File: src/rtl/control_unit_if.sv
// Bus between the control unit and its program memory / datapath.
// The master side is the control unit; the slave side is memory plus datapath.
interface control_unit_if #(
    parameter int PC_WIDTH  = 11,
    parameter int CNT_WIDTH = 16
);
    logic [PC_WIDTH-1:0]  Instr_Addr;
    logic [15:0]          Instr_Data;
    logic [10:0]          Operand;
    logic [1:0]           SelA;
    logic                 SelB;
    logic                 WrAcc;
    logic                 Op;
    logic                 WrRam;
    logic                 RdRam;
    logic                 Halted;
    logic                 Illegal;
    logic [CNT_WIDTH-1:0] Cycle_Count;

    modport master (
        output Instr_Addr,
        input  Instr_Data,
        output Operand,
        output SelA,
        output SelB,
        output WrAcc,
        output Op,
        output WrRam,
        output RdRam,
        output Halted,
        output Illegal,
        output Cycle_Count
    );

    modport slave (
        input  Instr_Addr,
        output Instr_Data,
        input  Operand,
        input  SelA,
        input  SelB,
        input  WrAcc,
        input  Op,
        input  WrRam,
        input  RdRam,
        input  Halted,
        input  Illegal,
        input  Cycle_Count
    );
endinterface

File: src/rtl/control_unit.sv
// Three-cycle FETCH/DECODE/EXECUTE sequencer for a small accumulator machine.
// Datapath strobes are decoded only from the state and instruction registers.
module control_unit #(
    parameter int PC_WIDTH  = 11,
    parameter int CNT_WIDTH = 16
) (
    input  logic           clk,
    input  logic           reset,
    control_unit_if.master bus
);

    typedef enum logic [1:0] {
        FETCH   = 2'd0,
        DECODE  = 2'd1,
        EXECUTE = 2'd2,
        HALT    = 2'd3
    } state_t;

    typedef struct packed {
        logic [1:0] sel_a;
        logic       sel_b;
        logic       wr_acc;
        logic       op;
        logic       wr_ram;
        logic       rd_ram;
    } ctrl_t;

    localparam logic [4:0] OP_HLT  = 5'b00000;
    localparam logic [4:0] OP_STO  = 5'b00001;
    localparam logic [4:0] OP_LD   = 5'b00010;
    localparam logic [4:0] OP_LDI  = 5'b00011;
    localparam logic [4:0] OP_ADD  = 5'b00100;
    localparam logic [4:0] OP_ADDI = 5'b00101;
    localparam logic [4:0] OP_SUB  = 5'b00110;
    localparam logic [4:0] OP_SUBI = 5'b00111;

    state_t               state_q,   state_d;
    logic [PC_WIDTH-1:0]  pc_q,      pc_d;
    logic [15:0]          ir_q,      ir_d;
    logic                 illegal_q, illegal_d;
    logic [CNT_WIDTH-1:0] cnt_q,     cnt_d;
    ctrl_t                ctrl;
    logic [4:0]           opcode;

    assign opcode = ir_q[15:11];

    function automatic ctrl_t decode_op(input logic [4:0] opc);
        ctrl_t c;
        c = '0;
        case (opc)
            OP_STO:  c.wr_ram = 1'b1;
            OP_LD:   begin c.rd_ram = 1'b1; c.sel_a = 2'b00; c.wr_acc = 1'b1; end
            OP_LDI:  begin c.sel_a = 2'b01; c.wr_acc = 1'b1; end
            OP_ADD:  begin c.rd_ram = 1'b1; c.sel_a = 2'b10; c.wr_acc = 1'b1; end
            OP_ADDI: begin c.sel_a = 2'b10; c.sel_b = 1'b1; c.wr_acc = 1'b1; end
            OP_SUB:  begin c.rd_ram = 1'b1; c.sel_a = 2'b10; c.op = 1'b1; c.wr_acc = 1'b1; end
            OP_SUBI: begin c.sel_a = 2'b10; c.sel_b = 1'b1; c.op = 1'b1; c.wr_acc = 1'b1; end
            default: c = '0;
        endcase
        return c;
    endfunction

    always_ff @(posedge clk or negedge reset) begin
        if (!reset) begin
            state_q   <= FETCH;
            pc_q      <= '0;
            ir_q      <= '0;
            illegal_q <= 1'b0;
            cnt_q     <= '0;
        end else begin
            state_q   <= state_d;
            pc_q      <= pc_d;
            ir_q      <= ir_d;
            illegal_q <= illegal_d;
            cnt_q     <= cnt_d;
        end
    end

    always_comb begin
        state_d   = state_q;
        pc_d      = pc_q;
        ir_d      = ir_q;
        illegal_d = illegal_q;
        cnt_d     = cnt_q;
        ctrl      = '0;

        // The edge that enters HALT still counts; only HALT itself freezes it.
        if (state_q != HALT && cnt_q != '1) begin
            cnt_d = cnt_q + 1'b1;
        end

        case (state_q)
            FETCH: begin
                state_d = DECODE;
            end
            DECODE: begin
                ir_d    = bus.Instr_Data;
                state_d = EXECUTE;
            end
            EXECUTE: begin
                ctrl = decode_op(opcode);
                if (opcode == OP_HLT) begin
                    state_d = HALT;
                end else begin
                    pc_d    = pc_q + 1'b1;
                    state_d = FETCH;
                end
                if (opcode[4:3] != 2'b00) begin
                    illegal_d = 1'b1;
                end
            end
            HALT: begin
                state_d = HALT;
            end
            default: begin
                state_d = FETCH;
            end
        endcase
    end

    assign bus.Instr_Addr  = pc_q;
    assign bus.Operand     = ir_q[10:0];
    assign bus.SelA        = ctrl.sel_a;
    assign bus.SelB        = ctrl.sel_b;
    assign bus.WrAcc       = ctrl.wr_acc;
    assign bus.Op          = ctrl.op;
    assign bus.WrRam       = ctrl.wr_ram;
    assign bus.RdRam       = ctrl.rd_ram;
    assign bus.Halted      = (state_q == HALT);
    assign bus.Illegal     = illegal_q;
    assign bus.Cycle_Count = cnt_q;

endmodule

File: src/flat_wrapper.sv
// flat-port wrapper written by rule: the top's interface ports become plain ports
module control_unit_flat 
#(
    parameter int PC_WIDTH  = 11,
    parameter int CNT_WIDTH = 16
)
  (clk, reset, bus_Instr_Addr, bus_Instr_Data, bus_Operand, bus_SelA, bus_SelB, bus_WrAcc, bus_Op, bus_WrRam, bus_RdRam, bus_Halted, bus_Illegal, bus_Cycle_Count);
  control_unit_if #(.PC_WIDTH(PC_WIDTH), .CNT_WIDTH(CNT_WIDTH)) bus_i ();
  input  logic clk;
  input  logic reset;
  output wire logic [$bits(bus_i.Instr_Addr)-1:0] bus_Instr_Addr;
  input wire logic [$bits(bus_i.Instr_Data)-1:0] bus_Instr_Data;
  output wire logic [$bits(bus_i.Operand)-1:0] bus_Operand;
  output wire logic [$bits(bus_i.SelA)-1:0] bus_SelA;
  output wire logic [$bits(bus_i.SelB)-1:0] bus_SelB;
  output wire logic [$bits(bus_i.WrAcc)-1:0] bus_WrAcc;
  output wire logic [$bits(bus_i.Op)-1:0] bus_Op;
  output wire logic [$bits(bus_i.WrRam)-1:0] bus_WrRam;
  output wire logic [$bits(bus_i.RdRam)-1:0] bus_RdRam;
  output wire logic [$bits(bus_i.Halted)-1:0] bus_Halted;
  output wire logic [$bits(bus_i.Illegal)-1:0] bus_Illegal;
  output wire logic [$bits(bus_i.Cycle_Count)-1:0] bus_Cycle_Count;
  assign bus_Instr_Addr = bus_i.Instr_Addr;
  assign bus_i.Instr_Data = bus_Instr_Data;
  assign bus_Operand = bus_i.Operand;
  assign bus_SelA = bus_i.SelA;
  assign bus_SelB = bus_i.SelB;
  assign bus_WrAcc = bus_i.WrAcc;
  assign bus_Op = bus_i.Op;
  assign bus_WrRam = bus_i.WrRam;
  assign bus_RdRam = bus_i.RdRam;
  assign bus_Halted = bus_i.Halted;
  assign bus_Illegal = bus_i.Illegal;
  assign bus_Cycle_Count = bus_i.Cycle_Count;
  control_unit #(.PC_WIDTH(PC_WIDTH), .CNT_WIDTH(CNT_WIDTH)) u_core (.clk(clk), .reset(reset), .bus(bus_i));
endmodule
File: config.mk
export PLATFORM = sky130hd
export DESIGN_NAME = control_unit_flat
export DESIGN_NICKNAME = d
export VERILOG_FILES = /design/src/rtl/control_unit_if.sv /design/src/rtl/control_unit.sv /design/src/flat_wrapper.sv
export SDC_FILE = /design/constraint.sdc
export NUM_CORES = 1
export LEC_CHECK = 0
export BUFFER_PORTS_ARGS = -buffer_cell sky130_fd_sc_hd__buf_2
export CAP_MARGIN = 20
export CORE_MARGIN = 4
export CORE_UTILIZATION = 30
export DETAILED_ROUTE_END_ITERATION = 12
export PLACE_DENSITY = 0.58
export SYNTH_ARGS = -nofsm -noshare
export SYNTH_HDL_FRONTEND = slang
export SYNTH_SLANG_ARGS = --single-unit
File: constraint.sdc
create_clock -name clk -period 1.8 [get_ports clk]
set_input_delay 0.45 -clock clk [delete_from_list [all_inputs] [get_ports clk]]
set_output_delay 0.45 -clock clk [all_outputs]
set_load 0.005 [all_outputs]
==> results.json, run 1 <==
{
  "status": "complete, but fails checks",
  "violations": "negative setup slack",
  "p_int_mw": 2.59,
  "cts.sinks": 46,
  "port_buffers": 64,
  "power.total_mw": 3.98,
  "grt_antenna_before_repair": 0,
  "hpwl_mm": 3.39,
  "p_sw_share_pct": 34.9,
  "avgViaCountPerCell": 4.53,
  "clk_latency_ns": 0.30,
  "fin_crit_sh_pct": 103,
  "synth_edf_count": 0,
  "worstHoldPathType": "input port to asynchronous set/reset pin",
  "setup_viol": 5,
  "die_area_mm2": 0.00851,
  "end_kind": "output pin",
  "critPathArrivalTime_ns": 1.40,
  "finClkSkew_ns": 0.0123,
  "ys.warnings.count": 0,
  "start_kind": "flop",
  "slew_headroom_pct": 65.4,
  "area_growth_pct": 28.9,
  "dp_slack_ns": 0.112,
  "synth_ff_type": "dfrtp_1",
  "cts_tree": "built",
  "ys_types": 31,
  "irDropWorstVdd_v": 0.000688,
  "synth.avg_cell_area_um2": 11.8,
  "rr_worst_depth": 3,
  "setup_ws_ns": -0.0464,
  "drc_errors": 0,
  "grt_setup_unrepaired": "yes",
  "max_freq_mhz": 542,
  "core_mm2": 0.00683,
  "syn_inst": 180,
  "r2r_slack_ns": 0.14,
  "cts_buffers": 5,
  "r2r-end": "u_core.bus.Instr_Addr[1]",
  "yosysSeqAreaShare_pct": 54.1,
  "layout-drive-gt1-share_pct": 45.7,
  "endpoint": "bus_SelA[0]",
  "power_density_mw_per_mm2": 1450,
  "io_pins": 65,
  "die_h_um": 92.2,
  "ant_nets": 0,
  "stdcell_count": 352,
  "power_frac_seq_pct": 44.2,
  "worstSetupPathType": "flop to output pin",
  "start_util_pct": 31.2,
  "timing.rr.start": "u_core.ir_q[15]",
  "switchingPower_mw": 1.39,
  "ctsHoldBuffers": 0,
  "hold_viol": 0,
  "maxSlewViolCount": 0,
  "syn-num-nets": 200,
  "layout_common_cells": "buf_2 (64), dfrtp_1 (46), mux2_2 (19)",
  "max-cap-violations": 0,
  "p_comb_share_pct": 39.0,
  "wl_mm": 4.49,
  "htree_num_levels": 2,
  "grt_pass1_vias": 1553,
  "p_clk_share_pct": 16.9,
  "fin_crit_ns": 1.85,
  "grt.overflow.total": 0,
  "layout.nets": 275,
  "row_count": 30,
  "grt_first_pass_wirelength_mm": 7.45,
  "synth_area_mm2": 0.00213,
  "grt_max_degree": 30,
  "synthArstFlopShare_pct": 100,
  "cp.required_ns": 1.35,
  "p_leak_nw": 1.38,
  "die_x_um": 92.2,
  "vias": 1593,
  "final_common_cell": "buf_2",
  "place_inst": 341,
  "gp_congestion": 0.788,
  "wl_per_cell_um": 12.8,
  "drtIter0Drc": 42,
  "synth-seq-cells": 46,
  "cts_root_buf": "clkbuf_8",
  "critPathLaunch": "u_core.state_q[0]",
  "cp_max_fo": 3,
  "cts_max_path_buffers": 2,
  "tightest_slew_ns": 0.519,
  "path_clk_slew_ns": 0.09,
  "track_usage_pct": 10.9,
  "antenna_cells": 0,
  "drt_pre_antenna_iters": 4
}
## through the flow
step	instance area, µm²	hold slack [ns]	setup TNS, ns	util (%)
floorplan	2130	0.154	0	-
detailed placement	2590	0.417	0	38.0
finish	2740	0.0743	-0.138	40.1
CTS	2740	0.0827	-0.151	40.1
global route	2740	0.0931	-0.629	40.1
global placement	2590	0.418	0	38.0
## cell families after synthesis
kind of cell,share of synthesized area (%)
DFF,54.1
and+or+nand+nor,17.2
buffers and inverters,5.06
xor gates and xnor gates,9.05
muxes,10.1
AOI/OAI and AO/OA,3.41
adders and majority gates,1.18
## Yosys cell counts, types with 2 or more instances
cell | n | area [µm²]
a21oi_1 | 4 | 20.0
nand3_1 | 3 | 15.0
dfrtp_1 | 46 | 1150
and4_1 | 2 | 17.5
ha_1 | 2 | 25.0
nand2_1 | 13 | 48.8
and2_1 | 4 | 25.0
nor2_1 | 7 | 26.3
nand4_1 | 8 | 50.1
and3_1 | 2 | 12.5
xor2_1 | 15 | 131
nor3_1 | 10 | 50.1
nor4_1 | 6 | 37.5
inv_1 | 4 | 15.0
xnor2_1 | 7 | 61.3
mux2_2 | 19 | 214
buf_2 | 2 | 10.0
nand2b_1 | 3 | 18.8
buf_4 | 11 | 82.6
## what timing repair did
action / 4_1_cts / 5_1_grt
setup endpoints to repair: 6 / 7
pin swaps: 1 / 0
resized for setup: 5 / 2
buffers inserted: 3 / 0
## worst min path at each step
stage,startpoint,endpoint,slack [ns],cells after the start
detailed placement,reset,u_core.bus.Cycle_Count[7],0.42,1
global route,reset,u_core.bus.Cycle_Count[7],0.09,1
floorplan,reset,u_core.bus.Cycle_Count[0],0.15,0
finish,reset,u_core.bus.Cycle_Count[7],0.07,1
global placement,reset,u_core.bus.Cycle_Count[11],0.42,1
CTS,reset,u_core.bus.Cycle_Count[7],0.08,1
## registers in the layout, summed over array words and instances, names as in the netlist
signal / cells
u_core.bus.Cycle_Count: 16
u_core.bus.Illegal: 1
u_core.ir_q: 16
u_core.state_q: 2
u_core.bus.Instr_Addr: 11
## metal layers
layer	global-route usage [%]	routed length (µm)
met5	0	0
met4	2.97	46
met3	3.20	223
met2	17.8	2150
met1	14.2	2070
## final cells by class
class,instances,area [µm²]
fill,719,4090
sequential,46,1150
multi-input combinational,117,901
timing repair buffer,81,460
tap,96,120
clock buffer,7,86.3
inverter,4,15.0
clock inverter,1,8.76
## power by group through the flow
stage / clock, mW / sequential [mW] / combinational, mW
after floorplan: 0 / 1.73 / 0.967
after global placement: 0 / 1.74 / 1.46
after detailed placement: 0 / 1.76 / 1.48
after CTS: 0.708 / 1.76 / 1.57
after global routing: 0.750 / 1.82 / 1.71
final: 0.671 / 1.76 / 1.55
## critical path, cell delays in order, from the launching register on
cell and delay, ns:
dfrtp_1 0.41, nand2b_4 0.16, nor3_4 0.15, nand2_2 0.09, nor3b_2 0.15, buf_2 0.13
Note: power is estimated with default switching activity, not from simulation.
==> run 2: changes to the inputs <==
Settings changed: PLACE_DENSITY 0.58 to not set, PLACE_DENSITY_LB_ADDON set to 0.08.
==> run 2 against run 1 <==
  * Clock skew fell by 0.0046 ns
  * The flow still finishes with violations (negative setup slack)
  * Highest routed layer unchanged
  * Design area grew 0.59%
  * Largest cell class unchanged
  * First-iteration DRC count up 12%
==> results.json, run 2 (synthesis gave the netlist of run 1 again) <==
{
  "critPathArrivalTime_ns": 1.39,
  "worstHoldPathType": "input port to asynchronous set/reset pin",
  "layout-drive-gt1-share_pct": 46.7,
  "tightest_slew_ns": 0.503,
  "cts_root_buf": "clkbuf_8",
  "hold_viol": 0,
  "grt_max_degree": 47,
  "irDropWorstVdd_v": 0.000566,
  "antenna_cells": 0,
  "ctsHoldBuffers": 0,
  "core_mm2": 0.00683,
  "status": "complete, but fails checks",
  "ant_nets": 0,
  "wl_mm": 4.65,
  "die_h_um": 92.2,
  "gp_congestion": 0.732,
  "finish.utilization_pct": 40.4,
  "setup_viol": 3,
  "place_inst": 343,
  "io_pins": 65,
  "start_kind": "flop",
  "wl_per_cell_um": 13.1,
  "grt_antenna_before_repair": 0,
  "grt_first_pass_wirelength_mm": 7.94,
  "max-cap-violations": 0,
  "maxSlewViolCount": 0,
  "drc_errors": 0,
  "track_usage_pct": 11.6,
  "dp_slack_ns": 0.112,
  "setup_ws_ns": -0.0381,
  "cts_buffers": 5,
  "stdcell_count": 355,
  "cp.required_ns": 1.35,
  "fin_crit_ns": 1.84,
  "final_common_cell": "buf_2",
  "htree_num_levels": 2,
  "die_area_mm2": 0.00851,
  "start_util_pct": 31.2,
  "drtIter0Drc": 47,
  "max_freq_mhz": 544,
  "finClkSkew_ns": 0.00769,
  "violations": "negative setup slack",
  "layout_common_cells": "buf_2 (64), dfrtp_1 (45), mux2_2 (19), buf_4 (19), xor2_1 (15)",
  "end_kind": "output pin",
  "r2r_slack_ns": 0.12,
  "rr_worst_depth": 7,
  "worstSetupPathType": "flop to output pin",
  "port_buffers": 64,
  "cts_max_path_buffers": 2,
  "die_x_um": 92.2,
  "layout.nets": 278,
  "drt_pre_antenna_iters": 4,
  "slew_headroom_pct": 66.2,
  "cts.sinks": 46,
  "fin_crit_sh_pct": 102,
  "grt.overflow.total": 0,
  "clk_latency_ns": 0.30,
  "power_density_mw_per_mm2": 1430,
  "cp_max_fo": 3,
  "tns_ns": -0.0861,
  "avgViaCountPerCell": 4.46,
  "row_count": 30,
  "path_clk_slew_ns": 0.09,
  "vias": 1584,
  "grt_setup_unrepaired": "yes",
  "area_growth_pct": 29.6,
  "hpwl_mm": 3.42,
  "cts_tree": "built",
  "grt_pass1_vias": 1616,
  "p_leak_nw": 1.39
}
==> run 2: area by class of cell <==
type,count,area (µm²)
fill,693,4070
sequential,46,1150
multi-input combinational,117,898
timing repair buffer,84,483
tap,96,120
clock buffer,5,68.8
clock inverter,3,21.3
inverter,4,15.0
==> run 2: final timing paths <==
path | to | startpoint
max in group asynchronous | u_core.ir_q[15] | reset
min | u_core.ir_q[4] | reset
min in group clk | u_core.ir_q[15] | bus_Instr_Data[15]
max | bus_SelB | u_core.state_q[1]
min reg2reg | u_core.bus.Instr_Addr[10] | u_core.bus.Instr_Addr[10]
max reg2reg | u_core.bus.Cycle_Count[9] | u_core.state_q[1]
==> run 2: stage by stage <==
| stage | hold WS [ns] | instance area [µm²] | power [mW] |
|---|---|---|---|
| finish | 0.116 | 2760 | 3.93 |
| global route | 0.126 | 2760 | 4.26 |
| CTS | 0.124 | 2740 | 3.99 |
| detailed placement | 0.453 | 2610 | 3.23 |
| global placement | 0.457 | 2610 | 3.21 |
| floorplan | 0.154 | 2130 | 2.70 |
==> run 2: report_power, final <==
part / internal, mW / switching, mW / leakage (nW) / total, mW
combinational: 0.864 / 0.670 / 0.778 / 1.53
sequential: 1.41 / 0.354 / 0.569 / 1.76
clock: 0.273 / 0.363 / 0.0441 / 0.637
total: 2.54 / 1.39 / 1.39 / 3.93
==> run 2: critical path, stage by stage, from the launching register on <==
cell and delay, ns:
dfrtp_1 0.44, nor2b_2 0.19, and3_1 0.20, and2_1 0.15
buf_2 0.12
==> run 2: per-layer routing <==
metal  GRT usage [%]  share of wire [%]
met1            16.0                 51
met2            17.8                 44
met3            3.12                4.5
met4            3.71               0.97
met5               0                  0
==> run 2: timing repair <==
item | in CTS | in global routing
gates cloned | 0 | 0
setup buffers | 3 | 1
endpoints found under the setup margin | 6 | 7
gates resized for setup | 4 | 3
pin swaps | 1 | 0
==> run 3: changes to the inputs <==
Settings changed: CORE_UTILIZATION 30 to 38.
==> run 3 against run 2 <==
  * The flow still finishes with violations (negative setup slack)
  * Sequential power barely moved
  * Register-to-register slack about the same
  * Cell count shrank 8.5%
  * Sequential share of layout area is 0.71 points higher
  * Highest routed layer unchanged
  * Hold slack worse by 0.021 ns
==> results.json, run 3 (synthesis gave the netlist of run 1 again) <==
{
  "irDropWorstVdd_v": 0.000782,
  "ctsHoldBuffers": 0,
  "setup_ws_ns": -0.0458,
  "p_sw_share_pct": 35.7,
  "tightest_slew_ns": 0.487,
  "final_common_cell": "buf_2",
  "max_freq_mhz": 542,
  "die_x_um": 82.8,
  "r2r_slack_ns": 0.11,
  "maxSlewViolCount": 0,
  "die_area_mm2": 0.00686,
  "layout-drive-gt1-share_pct": 46.3,
  "rr_worst_depth": 5,
  "max-cap-violations": 0,
  "area_growth_pct": 27.3,
  "ant_nets": 0,
  "port_buffers": 64,
  "status": "complete, but fails checks",
  "row_count": 26,
  "slew_headroom_pct": 67.5,
  "cts_tree": "built",
  "path_clk_slew_ns": 0.09,
  "avgViaCountPerCell": 4.84,
  "switchingPower_mw": 1.39,
  "core_mm2": 0.00527,
  "p_int_mw": 2.51,
  "start_kind": "flop",
  "power_density_mw_per_mm2": 1440,
  "grt_setup_unrepaired": "yes",
  "clk_latency_ns": 0.30,
  "critPathArrivalTime_ns": 1.40,
  "p_leak_nw": 1.37,
  "finish.utilization_pct": 51.4,
  "drtIter0Drc": 64,
  "io_pins": 65,
  "end_kind": "output pin",
  "tns_ns": -0.175,
  "wl_mm": 4.40,
  "worstSetupPathType": "flop to output pin",
  "fin_crit_ns": 1.85,
  "worstHoldPathType": "input port to asynchronous set/reset pin",
  "htree_num_levels": 2,
  "finClkSkew_ns": 0.0120,
  "power_frac_seq_pct": 45.4,
  "die_h_um": 82.8,
  "layout.nets": 274,
  "hpwl_mm": 3.21,
  "cts_max_path_buffers": 2,
  "violations": "negative setup slack",
  "p_clk_share_pct": 16.6,
  "grt_pass1_vias": 1604,
  "dp_slack_ns": 0.116,
  "grt_antenna_before_repair": 0,
  "hold_viol": 0,
  "cp.required_ns": 1.35,
  "grt_max_degree": 27,
  "p_comb_share_pct": 38.1,
  "timing.rr.start": "u_core.state_q[0]",
  "setup_viol": 5,
  "start_util_pct": 40.4,
  "cp_max_fo": 4,
  "vias": 1573,
  "antenna_cells": 0,
  "grt_first_pass_wirelength_mm": 7.63,
  "drc_errors": 0,
  "gp_congestion": 0.750,
  "drt_pre_antenna_iters": 4,
  "grt.overflow.total": 0,
  "cts_buffers": 5,
  "cts.sinks": 46,
  "fin_crit_sh_pct": 103,
  "track_usage_pct": 13.4,
  "cts_root_buf": "clkbuf_8",
  "wl_per_cell_um": 13.5,
  "r2r-end": "u_core.bus.Instr_Addr[1]",
  "power.total_mw": 3.90,
  "layout_common_cells": "buf_2 (64), dfrtp_1 (46), mux2_2 (19)"
}
## run 3: through the flow
step | hold WS, ns | cell area [µm²] | std cells
after global placement | 0.449 | 2540 | 312
after floorplan | 0.154 | 2130 | 180
after CTS | 0.102 | 2680 | 323
after global routing | 0.121 | 2710 | 325
after detailed placement | 0.443 | 2540 | 312
final | 0.0950 | 2710 | 325
## run 3: metal layers
layer  GRT usage (%)  vias up  share of wire [%]
met5               0        -                  0
met4            3.57        0                1.1
met3            4.46        5                6.2
met2            20.6       43                 46
met1            18.2      754                 47
li1                -      771                  -
## run 3: worst max-delay path by stage
stage / from / to / slack (ns)
global placement: u_core.state_q[0] / bus_SelA[0] / 0.14
finish: u_core.state_q[0] / bus_RdRam / -0.05
floorplan: u_core.bus.Cycle_Count[0] / u_core.bus.Cycle_Count[12] / 0.22
global route: u_core.state_q[0] / bus_RdRam / -0.15
detailed placement: u_core.bus.Cycle_Count[0] / u_core.bus.Cycle_Count[12] / 0.12
CTS: u_core.state_q[1] / bus_SelB / -0.04
## run 3: area by class of cell
cell class | instances | area (µm²)
inverters | 4 | 15.0
well taps | 70 | 87.6
clock inverters | 3 | 23.8
multi-input cells | 117 | 911
fillers | 506 | 2560
flip-flops and latches | 46 | 1150
repair buffers | 80 | 453
clock buffers | 5 | 68.8
## run 3: power groups by stage
stage          logic (mW)  registers, mW  clock network (mW)
2_1_floorplan       0.967           1.73                   0
3_3_place_gp         1.36           1.76                   0
3_5_place_dp         1.37           1.76                   0
4_1_cts              1.45           1.76               0.679
5_1_grt              1.67           1.83               0.724
6_report             1.48           1.77               0.647
## run 3: timing repair
item | CTS | global route
pin swaps | 2 | 0
gates resized for setup | 4 | 5
setup buffers | 3 | 2
setup endpoints to repair | 6 | 8
hold endpoints to repair | 0 | 0
## run 3: critical path, stage by stage, from the launching register on
cell	delay, ns
dfrtp_1	0.42
nand2b_4	0.17
nor3_4	0.13
o21a_1	0.16
and2_1	0.11
buf_2	0.10
